`config.mk`:
```
export PLATFORM = sky130hd
export DESIGN_NAME = event_arbiter
export DESIGN_NICKNAME = d
export VERILOG_FILES = /design/src/rtl/event_arbiter.sv
export SDC_FILE = /design/constraint.sdc
export NUM_CORES = 1
export LEC_CHECK = 0
export CORE_UTILIZATION = 43
export CTS_CLUSTER_SIZE = 24
export DETAILED_ROUTE_END_ITERATION = 8
export PLACE_DENSITY = 0.83
export SLEW_MARGIN = 30
export SYNTH_ARGS = -nofsm -noshare
export SYNTH_HDL_FRONTEND = slang
export SYNTH_SLANG_ARGS = --single-unit
```
`constraint.sdc`:
```
create_clock -name clk -period 1.6 [get_ports clk]
set_input_delay 0.48 -clock clk [delete_from_list [all_inputs] [get_ports clk]]
set_output_delay 0.48 -clock clk [all_outputs]
set_load 0.01 [all_outputs]
```
`src/rtl/event_arbiter.sv`:
```
// Event arbiter: captures single-cycle event pulses into per-requester pending
// flags and offers them one at a time to a shared consumer in round-robin order.
// Tracks sticky per-requester overflow for events dropped while already pending.
module event_arbiter #(
  parameter int unsigned NUM_REQ = 4,
  parameter int unsigned ID_W    = 2
) (
  input  logic               clk,
  input  logic               rst,
  input  logic [NUM_REQ-1:0] evt_pulse,
  input  logic [NUM_REQ-1:0] evt_mask,
  output logic               out_valid,
  output logic [ID_W-1:0]    out_id,
  input  logic               out_ready,
  output logic [NUM_REQ-1:0] pend,
  output logic [NUM_REQ-1:0] ovf,
  input  logic [NUM_REQ-1:0] ovf_clr
);

  // Index width with one spare bit so rr_ptr + offset never overflows before wrap.
  localparam int unsigned SUM_W = ID_W + 1;

  typedef enum logic {
    IDLE  = 1'b0,
    OFFER = 1'b1
  } state_t;

  state_t             state, state_nx;
  logic [ID_W-1:0]    rr_ptr, rr_ptr_nx;
  logic [ID_W-1:0]    out_id_nx;
  logic               out_valid_nx;
  logic [NUM_REQ-1:0] pend_nx, ovf_nx;
  logic [NUM_REQ-1:0] capture, grant_clr;
  logic               xfer;
  logic               sel_found;
  logic [ID_W-1:0]    sel_id;
  logic [SUM_W-1:0]   idx;

  // Round-robin search: first pending requester at or above rr_ptr, wrapping.
  always_comb begin
    sel_found = 1'b0;
    sel_id    = '0;
    idx       = '0;
    for (int unsigned k = 0; k < NUM_REQ; k++) begin
      idx = SUM_W'(rr_ptr) + SUM_W'(k);
      if (idx >= SUM_W'(NUM_REQ)) begin
        idx = idx - SUM_W'(NUM_REQ);
      end
      if (!sel_found && pend[idx[ID_W-1:0]]) begin
        sel_found = 1'b1;
        sel_id    = idx[ID_W-1:0];
      end
    end
  end

  // Next-state, pending/overflow update and offer control.
  always_comb begin
    state_nx     = state;
    out_valid_nx = out_valid;
    out_id_nx    = out_id;
    rr_ptr_nx    = rr_ptr;
    xfer         = out_valid & out_ready;
    capture      = evt_pulse & evt_mask;
    grant_clr    = '0;
    if (xfer) begin
      grant_clr[out_id] = 1'b1;
    end
    // A new event in the grant cycle re-arms pend without counting as overflow.
    pend_nx = capture | (pend & ~grant_clr);
    // Set condition has priority over write-1-to-clear.
    ovf_nx  = (capture & pend & ~grant_clr) | (ovf & ~ovf_clr);

    case (state)
      IDLE: begin
        if (sel_found) begin
          out_id_nx    = sel_id;
          out_valid_nx = 1'b1;
          state_nx     = OFFER;
        end
      end
      OFFER: begin
        if (out_ready) begin
          out_valid_nx = 1'b0;
          rr_ptr_nx    = (out_id == ID_W'(NUM_REQ - 1)) ? '0 : out_id + ID_W'(1);
          state_nx     = IDLE;
        end
      end
      default: begin
        state_nx     = IDLE;
        out_valid_nx = 1'b0;
      end
    endcase
  end

  // State and output registers with asynchronous reset.
  always_ff @(posedge clk or posedge rst) begin
    if (rst) begin
      state     <= IDLE;
      out_valid <= 1'b0;
      out_id    <= '0;
      rr_ptr    <= '0;
      pend      <= '0;
      ovf       <= '0;
    end else begin
      state     <= state_nx;
      out_valid <= out_valid_nx;
      out_id    <= out_id_nx;
      rr_ptr    <= rr_ptr_nx;
      pend      <= pend_nx;
      ovf       <= ovf_nx;
    end
  end

endmodule

```
Word-level counts from Yosys, hierarchy flattened
Cells that the tools add are included.

Register bits: 14. Input bits: 15. Output and inout port bits: 11. Logic and storage cells: 78.

Add/sub/neg operators: 8. Magnitude comparators: 10. Eq/ne operators: 3. Multiplexer cells: 30. Bitwise operators: 11. Reductions and logical operators: 10.

Operators by type and width (count): 4-bit bitwise AND (5); 2-bit 2-to-1 mux (9); 2-bit by 3-bit < comparator with 1-bit output, second input constant (5); 1-bit 2-to-1 mux (13); 3-bit greater-or-equal comparator, second input constant (3); 1-bit binary-select mux with 2-bit select (4); 4-bit NOT (2); 4-bit OR (2); 2-bit by 1-bit subtractor with 2-bit output, second input constant (4); 2-bit by 2-bit adder with 3-bit output, second input constant (2); 2-bit AND reduction (3); 1-bit logical AND (4); 4-bit 2-to-1 mux (1); 2-bit != test, second input constant (2); 1-bit one-hot mux with 2 select lines (2); 2-bit by 1-bit adder with 3-bit output, second input constant (1); 2-bit by 3-bit greater-or-equal comparator with 1-bit output, second input constant (1); 1-bit zero test (3); 2-bit by 1-bit adder with 2-bit output, second input constant (1); 1-bit demux with 2-bit select (1); 2-bit == test, second input constant (1); 2-bit by 1-bit greater-or-equal comparator with 1-bit output, second input constant (1); 1-bit bitwise AND (1); 1-bit NOT (1).

Depth between registers and ports, before layout
Word-level depth: 16. Gate-level depth with buffers: 5. Depth with buffers taken out: 5.

Least setup slack after synthesis
OpenSTA, ideal clock, no wires.

Kind: flip-flop to flip-flop. Start point: register pend[1]. End point: register out_id[0]. Library setup time: 0.092 ns. Data arrival time: 1.107 ns. Data required time: 1.508 ns. Setup slack: 0.402 ns. Stages on the path, launching flop included: 5. Buffers on the path: 0. Clock period less this slack: 1.198 ns. Cell sequence: dfrtp_1 > nor4_1 > or2_4 > nand2_1 > o31ai_2.

Longest elaborated chain between the ends: 13. Elaborated cells on any way between the ends: 23. Classes of those cells: mux: 16; reduce/logical: 7.

RTL lines: from (decl) (RTL line 15) `output logic [NUM_REQ-1:0] pend,`; from (signal assigned) (RTL line 109) `pend <= pend_nx;`; 1-bit binary-select mux with 2-bit select (RTL line 49) `if (!sel_found && pend[idx[ID_W-1:0]]) begin`; 1-bit 2-to-1 mux (implied by the code) (RTL line 49); 1-bit 2-to-1 mux (RTL line 49); 1-bit zero test (RTL line 49); 1-bit logical AND (RTL line 49); 1-bit 2-to-1 mux (RTL line 49); 1-bit zero test (RTL line 49); 1-bit logical AND (RTL line 49); 1-bit 2-to-1 mux (RTL line 49); 1-bit zero test (RTL line 49); 1-bit logical AND (RTL line 49); 1-bit 2-to-1 mux (RTL line 49); 2-bit AND reduction (no line); to (signal assigned) (RTL line 107) `out_id <= out_id_nx;`; to (decl) (RTL line 13) `output logic [ID_W-1:0] out_id,`.

Parallel ways exist; a longest one is shown, timed or not. The select of a mux whose other input is x is not followed. A chain may end at the register's enable or synchronous reset.

Worst setup path after layout
Start point: register out_valid. End point: output port out_valid.

RTL lines: from (decl) (RTL line 12) `output logic out_valid,`; from (signal assigned) (RTL line 106) `out_valid <= out_valid_nx;`.

No word-level cell between the ends.

==> results by group <==
Critical path
  • Worst Path Class, Setup: reg2out
  • Largest stage delay, worst path: 390 ps
  • Family of cells with the greatest summed delay on the critical path: flip-flops
  • Master of the slowest instance on the critical path: sky130_fd_sc_hd__dfrtp_1
  • Reg-to-Reg Start: pend[1]
  • Required time at the worst-slack endpoint: 1120 ps
  • Register-to-register setup slack: 180 ps
  • CP Cell Sequence: dlygate4sd2_1
  • Arrival time at the worst endpoint: 960 ps
  • CP Capture Type: output pin
  • Largest driver fanout on the critical path: 2
  • WP buf/inv: 1
  • Worst setup startpoint: out_valid
  • Startpoint Class: register

Clock tree
  • Setup Fix Bufs, Post-CTS: 0
  • Clock slew seen by the registers of the worst setup and hold paths: 80 ps
  • H-tree Lvls: 1
  • Clk sinks: 14
  • CTS tree: built
  • Root buffer cell: sky130_fd_sc_hd__clkbuf_4
  • Number of CTS-inserted buffers: 3
  • Max Buffers Root-to-Sink: 2
  • Worst-skew pair later-pin latency: 270 ps

Synth
  • Unique cell type count in the Yosys netlist: 23
  • Synth area leaders: sky130_fd_sc_hd__dfrtp_1, sky130_fd_sc_hd__nand2_1, sky130_fd_sc_hd__ha_1, sky130_fd_sc_hd__inv_1, sky130_fd_sc_hd__o22ai_1
  • Synthesis Warnings: 0
  • Share of the synthesized area in the top cell type: 48.4%
  • Post-synthesis area per instance: 9.77 µm²
  • Register bit total from synthesis: 14
  • Top cell type by total area after synthesis: sky130_fd_sc_hd__dfrtp_1
  • Post-synthesis instance total: 74
  • Post-Syn Nets: 93
  • Sequential area share after synthesis: 48.4%
  • Post-synthesis instance area: 723 µm²

Detailed routing
  • Number of DRC markers after the initial detailed-route iteration: 14
  • Final WL: 1640 µm
  • Residual antenna-violating net count after detailed routing: 0
  • WL/cell: 12.8 µm
  • 1st-pass router iterations: 4
  • DR vias: 665
  • Mean number of vias per cell: 5.20
  • Total DRC errors in the routed layout: 0

Floorplanning
  • Core Area: 1540 µm²
  • Die Y: 43.0 µm
  • Die span in x: 43.0 µm
  • Effective utilization at floorplan: 46.9%
  • IO Count: 26
  • Core Rows: 14
  • Die Area: 1850 µm²

Global routing
  • Aggregate global-route resource usage: 20.4%
  • Number of antenna violations at the first check in global routing: 0
  • Global route overflow: 0
  • Wire length of the first global-routing pass: 2770 µm
  • Vias in the first global route: 637
  • Maximum number of pins on one net before global-route repair: 15

Final layout
  • Final core occ: 69.9%
  • P&R area growth vs syn: 49.0%
  • Final antenna diode count: 0
  • Layout cells sized above 1: 17.0%
  • Leading cell type in the layout, fill and taps excluded: sky130_fd_sc_hd__nand2_1
  • Most used cells in the layout excluding fill and tap cells: sky130_fd_sc_hd__nand2_1, sky130_fd_sc_hd__clkdlybuf4s50_1, sky130_fd_sc_hd__dfrtp_1
  • Count of nets after finishing: 133

STA
  • Total of endpoints with negative setup slack in the final report: 0
  • Minimum period implied by the final worst setup slack: 1440 ps
  • Worst slew margin: 71.9%
  • Total negative slack for setup checks: 0 ps
  • Final worst-path cycle share: 89.7%
  • Highest achievable clock rate: 697 MHz
  • Worst Max-Slew Pin Slew: 418 ps
  • Unrepaired setup endpoints after global routing: no
  • Max-slew violation count: 0
  • Worst clock skew: 0.426 ps
  • Final hold viol count: 0

Outcome
  • Outcome: finished, final reports clean

Place
  • Final HPWL from detailed placement: 1330 µm
  • Number of buffers inserted by port buffering: 25
  • Final RePlAce weighted congestion: 0.839

Flow run
  • Count of maximum capacitance violations: 0

Power and ir drop
  • Leakage dissipation: 0.000523 µW
  • Total power density per cell area: 1420 nW/µm²
  • Worst IR drop on VDD: 877 µV

Hold path
  • Min-delay worst type: in2async
## final timing paths
check	endpoint	cells past startpoint
setup reg to reg	out_id[0]	5
setup / recovery	out_valid	1
min in group clk	state	1
max in group asynchronous	ovf[3]	3
hold reg to reg	state	1
hold / removal	pend[0]	3
## registers in the layout (all words and copies together) (netlist names)
| register | count |
|---|---|
| out_id | 2 |
| rr_ptr | 2 |
| ovf | 4 |
| state | 1 |
| out_valid | 1 |
| pend | 4 |
## power breakdown
part / switching (µW) / internal (µW) / total, µW
registers: 97.3 / 468 / 565
clock network: 103 / 87.1 / 190
logic: 380 / 399 / 779
## worst reg2reg max path, delay by kind of cell, from the launching register on
kind                   cells  cell delay, ps
DFF                        1             380
buffers and inverters      1             160
and+or+nand+nor            3             710
AOI/OAI and AO/OA          1              70
## cells in the mapped netlist, drive strengths merged
cell	count
or2	1
nand4bb	2
nand3	4
mux2i	1
ha	4
nor3b	2
nor4	1
o21a	1
dfrtp	14
nand2	19
o221ai	1
a41o	1
and2b	1
o21ai	3
inv	9
a211oi	1
o22ai	5
mux2	1
o31ai	2
nor2	1
## repair_timing
item | CTS | global route
hold endpoints to repair | 0 | 0
hold buffers | 0 | 0
endpoints found under the setup margin | 11 | 0
resized for setup | 11 | 0
## metrics by stage
stage,instances,hold slack [ps],worst slack [ps],instance area (µm²),power [µW]
6_report,128,509,164,1080,1530
5_1_grt,128,543,58.4,1080,1660
3_3_place_gp,125,506,120,1070,1390
4_1_cts,128,508,159,1080,1550
2_1_floorplan,74,369,402,723,990
3_5_place_dp,125,514,93.0,1070,1420
## layout make-up
class	count	area, µm²
fill	127	464
sequential	14	350
multi-input combinational	51	339
timing repair buffer	35	312
inverter	9	33.8
clock buffer	3	22.5
tap	16	20.0
## layer usage
metal	GRT usage, %	wire length, µm	vias to the layer above
met5	0	0	-
met4	9.09	22	0
met3	3.83	57	4
met2	33.9	830	15
met1	25.5	726	312
li1	-	-	334
## kinds of logic (layout without fill, tap and decap cells)
logic type               count (synthesis)  in the layout  synth area share (%)
AO/OA/AOI/OAI                           14             14                  14.9
adder cells (fa/ha/maj)                  4              4                  6.92
buffers and inverters                    9             47                  4.67
flip-flops                              14             14                  48.4
multiplexers                             2              2                  2.94
AND/OR/NAND/NOR                         31             31                  22.1
No activity file was read; power rests on OpenSTA's default activity.
